--- src/rtl/alien_wave_controller_pkg.sv ---
// Shared formation constants, game-state encoding and the march-period helper
// used by the alien wave controller and the game state machine.
package alien_wave_controller_pkg;

    typedef enum logic [1:0] {
        START_SCREEN    = 2'd0,
        NEXT_LEVEL      = 2'd1,
        PLAY_GAME       = 2'd2,
        GAMEOVER_SCREEN = 2'd3
    } game_state_t;

    localparam int NUM_COLS    = 8;
    localparam int NUM_ROWS    = 4;
    localparam int NUM_ALIENS  = NUM_COLS * NUM_ROWS;
    localparam int ALIEN_IDX_W = $clog2(NUM_ALIENS);

    // Frames per step for a round: base minus per-round decrement, floored at 0, then at min_p.
    function automatic logic [7:0] calc_period(input logic [4:0] rnd, input int base,
                                               input int dec, input int min_p);
        logic [7:0] drop;
        logic [7:0] raw;
        drop = 8'(rnd) * 8'(dec);
        raw  = (8'(base) > drop) ? 8'(base) - drop : 8'd0;
        return (raw < 8'(min_p)) ? 8'(min_p) : raw;
    endfunction

endpackage

--- src/rtl/alien_wave_controller_step_timer.sv ---
// Frame divider for the formation march: emits step_en on the fsync that
// completes one period of frames.
module alien_step_timer (
    input  logic       pixel_clk,
    input  logic       rst,
    input  logic       clear,
    input  logic       tick,
    input  logic [7:0] period,
    output logic       step_en
);

    logic [7:0] frame_cnt;

    assign step_en = tick && (frame_cnt == period - 8'd1);

    always_ff @(posedge pixel_clk or posedge rst) begin
        if (rst)
            frame_cnt <= 8'd0;
        else if (clear)
            frame_cnt <= 8'd0;
        else if (tick)
            frame_cnt <= step_en ? 8'd0 : frame_cnt + 8'd1;
    end

endmodule

--- src/rtl/alien_wave_controller.sv ---
// Alien formation owner: alive mask, march position/direction, kill handling
// and the cleared/landed indications fed back to the game state machine.
module alien_wave_controller
    import alien_wave_controller_pkg::*;
#(
    parameter int X_START     = 64,
    parameter int Y_START     = 48,
    parameter int X_MIN       = 16,
    parameter int X_MAX       = 368,
    parameter int STEP_X      = 8,
    parameter int STEP_Y      = 16,
    parameter int FORM_H      = 128,
    parameter int LAND_Y      = 416,
    parameter int BASE_PERIOD = 32,
    parameter int PERIOD_DEC  = 2,
    parameter int MIN_PERIOD  = 4
) (
    input  logic                   pixel_clk,
    input  logic                   rst,
    input  logic                   fsync,
    input  logic [1:0]             game_state,
    input  logic [4:0]             round,
    input  logic                   hit_valid,
    input  logic [ALIEN_IDX_W-1:0] hit_index,
    output logic [NUM_ALIENS-1:0]  alive_mask,
    output logic [ALIEN_IDX_W:0]   aliens_remaining,
    output logic                   all_aliens_dead,
    output logic                   aliens_landed,
    output logic [9:0]             form_x,
    output logic [9:0]             form_y,
    output logic                   kill_pulse
);

    localparam logic [1:0] S_IDLE    = 2'd0;
    localparam logic [1:0] S_LOAD    = 2'd1;
    localparam logic [1:0] S_MARCH   = 2'd2;
    localparam logic [1:0] S_CLEARED = 2'd3;

    logic [1:0] state;
    logic [1:0] prev_gs;
    logic       dir_left;
    logic [7:0] period;

    logic       load_trig, exit_req, move_ok, hit_ok, step_en, land_nxt;
    logic [9:0] x_nxt, y_nxt;
    logic       dir_nxt;

    assign load_trig = (game_state == NEXT_LEVEL) && (prev_gs != NEXT_LEVEL);
    assign exit_req  = ((game_state == START_SCREEN) || (game_state == GAMEOVER_SCREEN)) &&
                       ((state == S_MARCH) || (state == S_CLEARED));
    assign move_ok   = (state == S_MARCH) && fsync && (game_state == PLAY_GAME) && !aliens_landed;
    assign hit_ok    = (state == S_MARCH) && hit_valid && (int'(hit_index) < NUM_ALIENS) &&
                       alive_mask[hit_index];

    alien_step_timer u_step_timer (
        .pixel_clk (pixel_clk),
        .rst       (rst),
        .clear     (load_trig),
        .tick      (move_ok),
        .period    (period),
        .step_en   (step_en)
    );

    // At an edge the formation drops a row and reverses instead of moving sideways.
    always_comb begin
        x_nxt   = form_x;
        y_nxt   = form_y;
        dir_nxt = dir_left;
        if (step_en) begin
            if (!dir_left) begin
                if ({1'b0, form_x} + 11'(STEP_X) > 11'(X_MAX)) begin
                    y_nxt   = form_y + 10'(STEP_Y);
                    dir_nxt = 1'b1;
                end else begin
                    x_nxt = form_x + 10'(STEP_X);
                end
            end else begin
                if ({1'b0, form_x} < 11'(X_MIN + STEP_X)) begin
                    y_nxt   = form_y + 10'(STEP_Y);
                    dir_nxt = 1'b0;
                end else begin
                    x_nxt = form_x - 10'(STEP_X);
                end
            end
        end
    end

    assign land_nxt = ({1'b0, y_nxt} + 11'(FORM_H)) >= 11'(LAND_Y);

    always_ff @(posedge pixel_clk or posedge rst) begin
        if (rst) begin
            state            <= S_IDLE;
            prev_gs          <= START_SCREEN;
            dir_left         <= 1'b0;
            period           <= 8'(BASE_PERIOD);
            alive_mask       <= '0;
            aliens_remaining <= '0;
            all_aliens_dead  <= 1'b0;
            aliens_landed    <= 1'b0;
            form_x           <= 10'(X_START);
            form_y           <= 10'(Y_START);
            kill_pulse       <= 1'b0;
        end else begin
            prev_gs    <= game_state;
            kill_pulse <= 1'b0;
            if (load_trig) begin
                state            <= S_LOAD;
                alive_mask       <= '1;
                aliens_remaining <= (ALIEN_IDX_W+1)'(NUM_ALIENS);
                form_x           <= 10'(X_START);
                form_y           <= 10'(Y_START);
                dir_left         <= 1'b0;
                all_aliens_dead  <= 1'b0;
                aliens_landed    <= 1'b0;
                period           <= calc_period(round, BASE_PERIOD, PERIOD_DEC, MIN_PERIOD);
            end else if (exit_req) begin
                state            <= S_IDLE;
                alive_mask       <= '0;
                aliens_remaining <= '0;
                all_aliens_dead  <= 1'b0;
                aliens_landed    <= 1'b0;
            end else begin
                case (state)
                    S_LOAD: state <= S_MARCH;
                    S_MARCH: begin
                        form_x   <= x_nxt;
                        form_y   <= y_nxt;
                        dir_left <= dir_nxt;
                        if (hit_ok) begin
                            alive_mask[hit_index] <= 1'b0;
                            aliens_remaining      <= aliens_remaining - 1'b1;
                            kill_pulse            <= 1'b1;
                        end
                        // Clearing the wave outranks a landing on the same step.
                        if (hit_ok && aliens_remaining == 1) begin
                            state           <= S_CLEARED;
                            all_aliens_dead <= 1'b1;
                        end else if (step_en && land_nxt) begin
                            aliens_landed <= 1'b1;
                        end
                    end
                    default: ;
                endcase
            end
        end
    end

    assert property (@(posedge pixel_clk) (X_MAX + STEP_X) < 1024);

endmodule

--- config.mk ---
export PLATFORM = sky130hd
export DESIGN_NAME = alien_wave_controller
export DESIGN_NICKNAME = d
export VERILOG_FILES = /design/src/rtl/alien_wave_controller_pkg.sv /design/src/rtl/alien_wave_controller_step_timer.sv /design/src/rtl/alien_wave_controller.sv
export SDC_FILE = /design/constraint.sdc
export NUM_CORES = 1
export LEC_CHECK = 0
export CAP_MARGIN = 20
export CORE_ASPECT_RATIO = 0.75
export CORE_UTILIZATION = 35
export DETAILED_ROUTE_END_ITERATION = 16
export DONT_BUFFER_PORTS = 1
export PLACE_DENSITY = 0.54
export SETUP_SLACK_MARGIN = 0.15
export SYNTH_ARGS = -nofsm -noshare
export SYNTH_HDL_FRONTEND = slang
export SYNTH_HIERARCHICAL = 1
export SYNTH_SLANG_ARGS = --single-unit
--- constraint.sdc ---
create_clock -name pixel_clk -period 3.7 [get_ports pixel_clk]
set_input_delay 0.555 -clock pixel_clk [delete_from_list [all_inputs] [get_ports pixel_clk]]
set_output_delay 0.555 -clock pixel_clk [all_outputs]
set_load 0.02 [all_outputs]
==> results of run 1 <==
==> worst max path at each step <==
stage | from | end | slack, ps | cells past startpoint
after floorplan | period[1] | aliens_landed | 150 | 17
after global placement | game_state[0] | aliens_landed | 230 | 16
after detailed placement | period[1] | aliens_landed | 110 | 17
after CTS | period[1] | aliens_landed | 180 | 15
after global routing | period[1] | aliens_landed | 110 | 16
final | period[1] | aliens_landed | 270 | 16
==> layer usage <==
metal / vias up / GRT usage (%)
li1: 1695 / -
met5: - / 0
met1: 1778 / 24.26
met4: 0 / 4.545
met2: 83 / 28.92
met3: 4 / 6.414
==> cell usage after synthesis, drive strengths merged (4+ instances only) <==
library cell	number	area share, %
a211oi	4	0.94
a21o	4	0.66
a21oi	16	1.8
a22oi	4	0.66
a31o	28	5.4
and2	4	0.55
and3	10	1.4
buf	12	2.0
clkbuf	11	0.91
dfrtp	69	38
dfstp	4	2.3
ha	19	5.3
inv	27	2.2
mux2i	8	1.8
mux4	8	4.0
nand2	64	5.3
nand2b	8	1.2
nand3	9	1.0
nand4	5	0.69
nor2	34	2.8
nor3	13	1.6
nor3b	7	1.5
nor4	5	1.0
o211ai	4	0.66
o21ai	12	1.3
o21bai	4	0.66
xnor2	15	2.9
xor2	17	3.3
==> layout make-up <==
type                    instances  share of cell area, %
multi-input cells             353                  49.11
flip-flops and latches         73                  34.91
clock buffers                  11                  4.811
well taps                     166                  3.953
repair buffers                 23                  3.596
inverters                      28                  2.000
clock inverters                 5                  1.619
==> registers in the layout, indices dropped and copies added (netlist names) <==
| register | flops |
|---|---|
| aliens_landed | 1 |
| aliens_remaining | 6 |
| alive_mask | 32 |
| all_aliens_dead | 1 |
| dir_left | 1 |
| form_x | 7 |
| form_y | 6 |
| kill_pulse | 1 |
| period | 6 |
| prev_gs | 2 |
| state | 2 |
| u_step_timer/frame_cnt | 8 |
==> per-stage QoR <==
step           hold WS [ps]  area [sq um]
3_3_place_gp          417.2          4787
5_1_grt               74.32          5254
3_5_place_dp          431.5          4787
6_report              68.44          5254
4_1_cts               62.03          5154
2_1_floorplan         370.7          4607
==> power by group through the flow <==
stage	Combinational [uW]	Clock, uW	Sequential, uW
floorplan	623	0	1480
global placement	734	0	1570
detailed placement	748	0	1580
CTS	762	1010	1570
global route	857	1040	1610
finish	770	978	1560
==> logic make-up after synthesis <==
group                    after synthesis  share of synthesized area, %
AO/OA/AOI/OAI                         97                         16.55
XOR/XNOR                              32                         6.200
adder cells (fa/ha/maj)               20                         5.702
buffers and inverters                 51                         5.259
flip-flops                            73                         40.52
multiplexers                          16                         5.757
other                                  1                       0.08295
AND/OR/NAND/NOR                      175                         19.93
==> layout by cell type, fill, tap and decap left out, types with 11 or more instances in the layout <==
cell type,n
nand2_1,63
xnor2_1,14
ha_1,17
xor2_1,17
nor3_1,11
dfrtp_1,67
buf_4,21
a31o_2,20
inv_1,25
conb_1,13
nor2_1,34
a21oi_1,16
==> timing repair <==
| action | in CTS | in global routing |
|---|---|---|
| pin swaps | 3 | 13 |
| gates resized for setup | 2 | 8 |
| endpoints found under the setup margin | 1 | 1 |
| setup buffers | 3 | 6 |
==> metrics.cfg, run 1 <==
[power]
p_switching_uw = 1241
vdd_ir_drop_max_mv = 0.3036
p_comb_share_pct = 23.2
leakagePower_uw = 0.002318
p_seq_share_pct = 47.2
clkPwrFrac_pct = 29.5
p_per_area_nw_per_um2 = 630.6
total_power_uw = 3313
power.internal_uw = 2072
p_sw_share_pct = 37.47

[die]
core_sq_um = 12440
start_util_pct = 36.35
die_area_sq_um = 13380
top_level_ports = 77
die_w_microns = 133.2
rows = 35
die_h_microns = 100.4

[drt]
detail_route.wl_per_cell_microns = 17.42
ant_nets = 0
drc = 0
wl_met3_microns = 679
drt_iter0_markers = 167
avgViaCountPerCell = 5.402
vias = 3560
m1WireLength_microns = 5342
met2_wirelength_microns = 5400
drt_pre_antenna_iters = 4
routed_wl_microns = 11480
top_layer = met4

[place]
place_ws_ps = 111.4
placedCellCount = 633
dp_hpwl_microns = 8014
port_buffers = 0
place_congestion = 0.8480

[worst_setup_path]
crit_arrival_ps = 3680
worst_setup_path_start_kind = flop
r2r_cells = 16
cpPeakStageDelay_ps = 400
crit_family = compound AO/OA/AOI/OAI gates
rr_startpoint = period[1]
r2r-end = aliens_landed
setup.worst_path.class = flop to flop
crit_chain = inv_2, ha_4, buf_6, o21bai_4, a211oi_2, o21ai_2, a211oi_4, o21a_1, o311a_1, xor2_1, ha_2, o21ai_1, a21oi_1, and4b_1, or4_1, a31oi_1
critPathCaptureType = flop
crit_required_ps = 3950
path_max_fanout = 5
ff2ff_setup_slack_ps = 270
slowest_stage = or4_1
worst-path-buf-inv = 2

[sta]
rsz0062_at_grt = true
fmax_ghz = 0.2917
fin_tns_setup_ps = 0
slew_violations = 0
setup_viol = 0
finClkSkew_ps = 7.416
setup_ws_ps = 271.2
period_needed_ps = 3429
period_share_pct = 92.67
relSlewSlack_pct = 53.04
worst_pin_slew_ps = 701.9
finalHoldViolCount = 0

[global_route]
grt_pass1_wl_microns = 19100
grt_pass1_vias = 3648
grt_max_degree = 52
grt.total_usage_pct = 18.38
grt_antenna_before_repair = 0
overflow = 0

[clock_network]
clock_sink_count = 73
ctsRootBufferMaster = clkbuf_16
clk_latency_ps = 330
cts_buffer_depth = 2
ctsHoldBuffers = 0
clk_pin_slew_worst_paths_ps = 60
htree_levels = 3
cts-buffers-inserted = 9
cts_tree = yes

[logic_synthesis]
synth_area_sq_um = 4521
ys_types = 66
synth_flop_cell = dfrtp_1
ys_seq_area_share_pct = 40.52
synth_cells = 465
syn_area_per_cell_sq_um = 9.722
synth_edf_count = 0
ys_warn_count = 6
synthArstFlopShare_pct = 100.0
ys_seq_elements = 73

[finish]
multi_input_area_sq_um = 2580
synthToLayoutAreaGrowth_pct = 16.22
fin_nets = 524
diodes = 0
final_core_util_pct = 42.24
fill_cells = 1224
drive_gt1_share_pct = 20.28
post_layout_nonfiller_instances = 659
seq_area_sq_um = 1834

[status]
status = completed

[worst_hold_path]
holdCritPathClass = input pin to asynchronous set/reset pin

[job]
drv_cap = 0

Power figures use the tool's default switching activity.
==> run 2, diff against run 1 <==
- CTS_BUF_LIST: default -> sky130_fd_sc_hd__clkbuf_8 sky130_fd_sc_hd__clkbuf_16
==> results of run 2 <==
No change in the layout: final DEF, timing and power equal those of run 1.
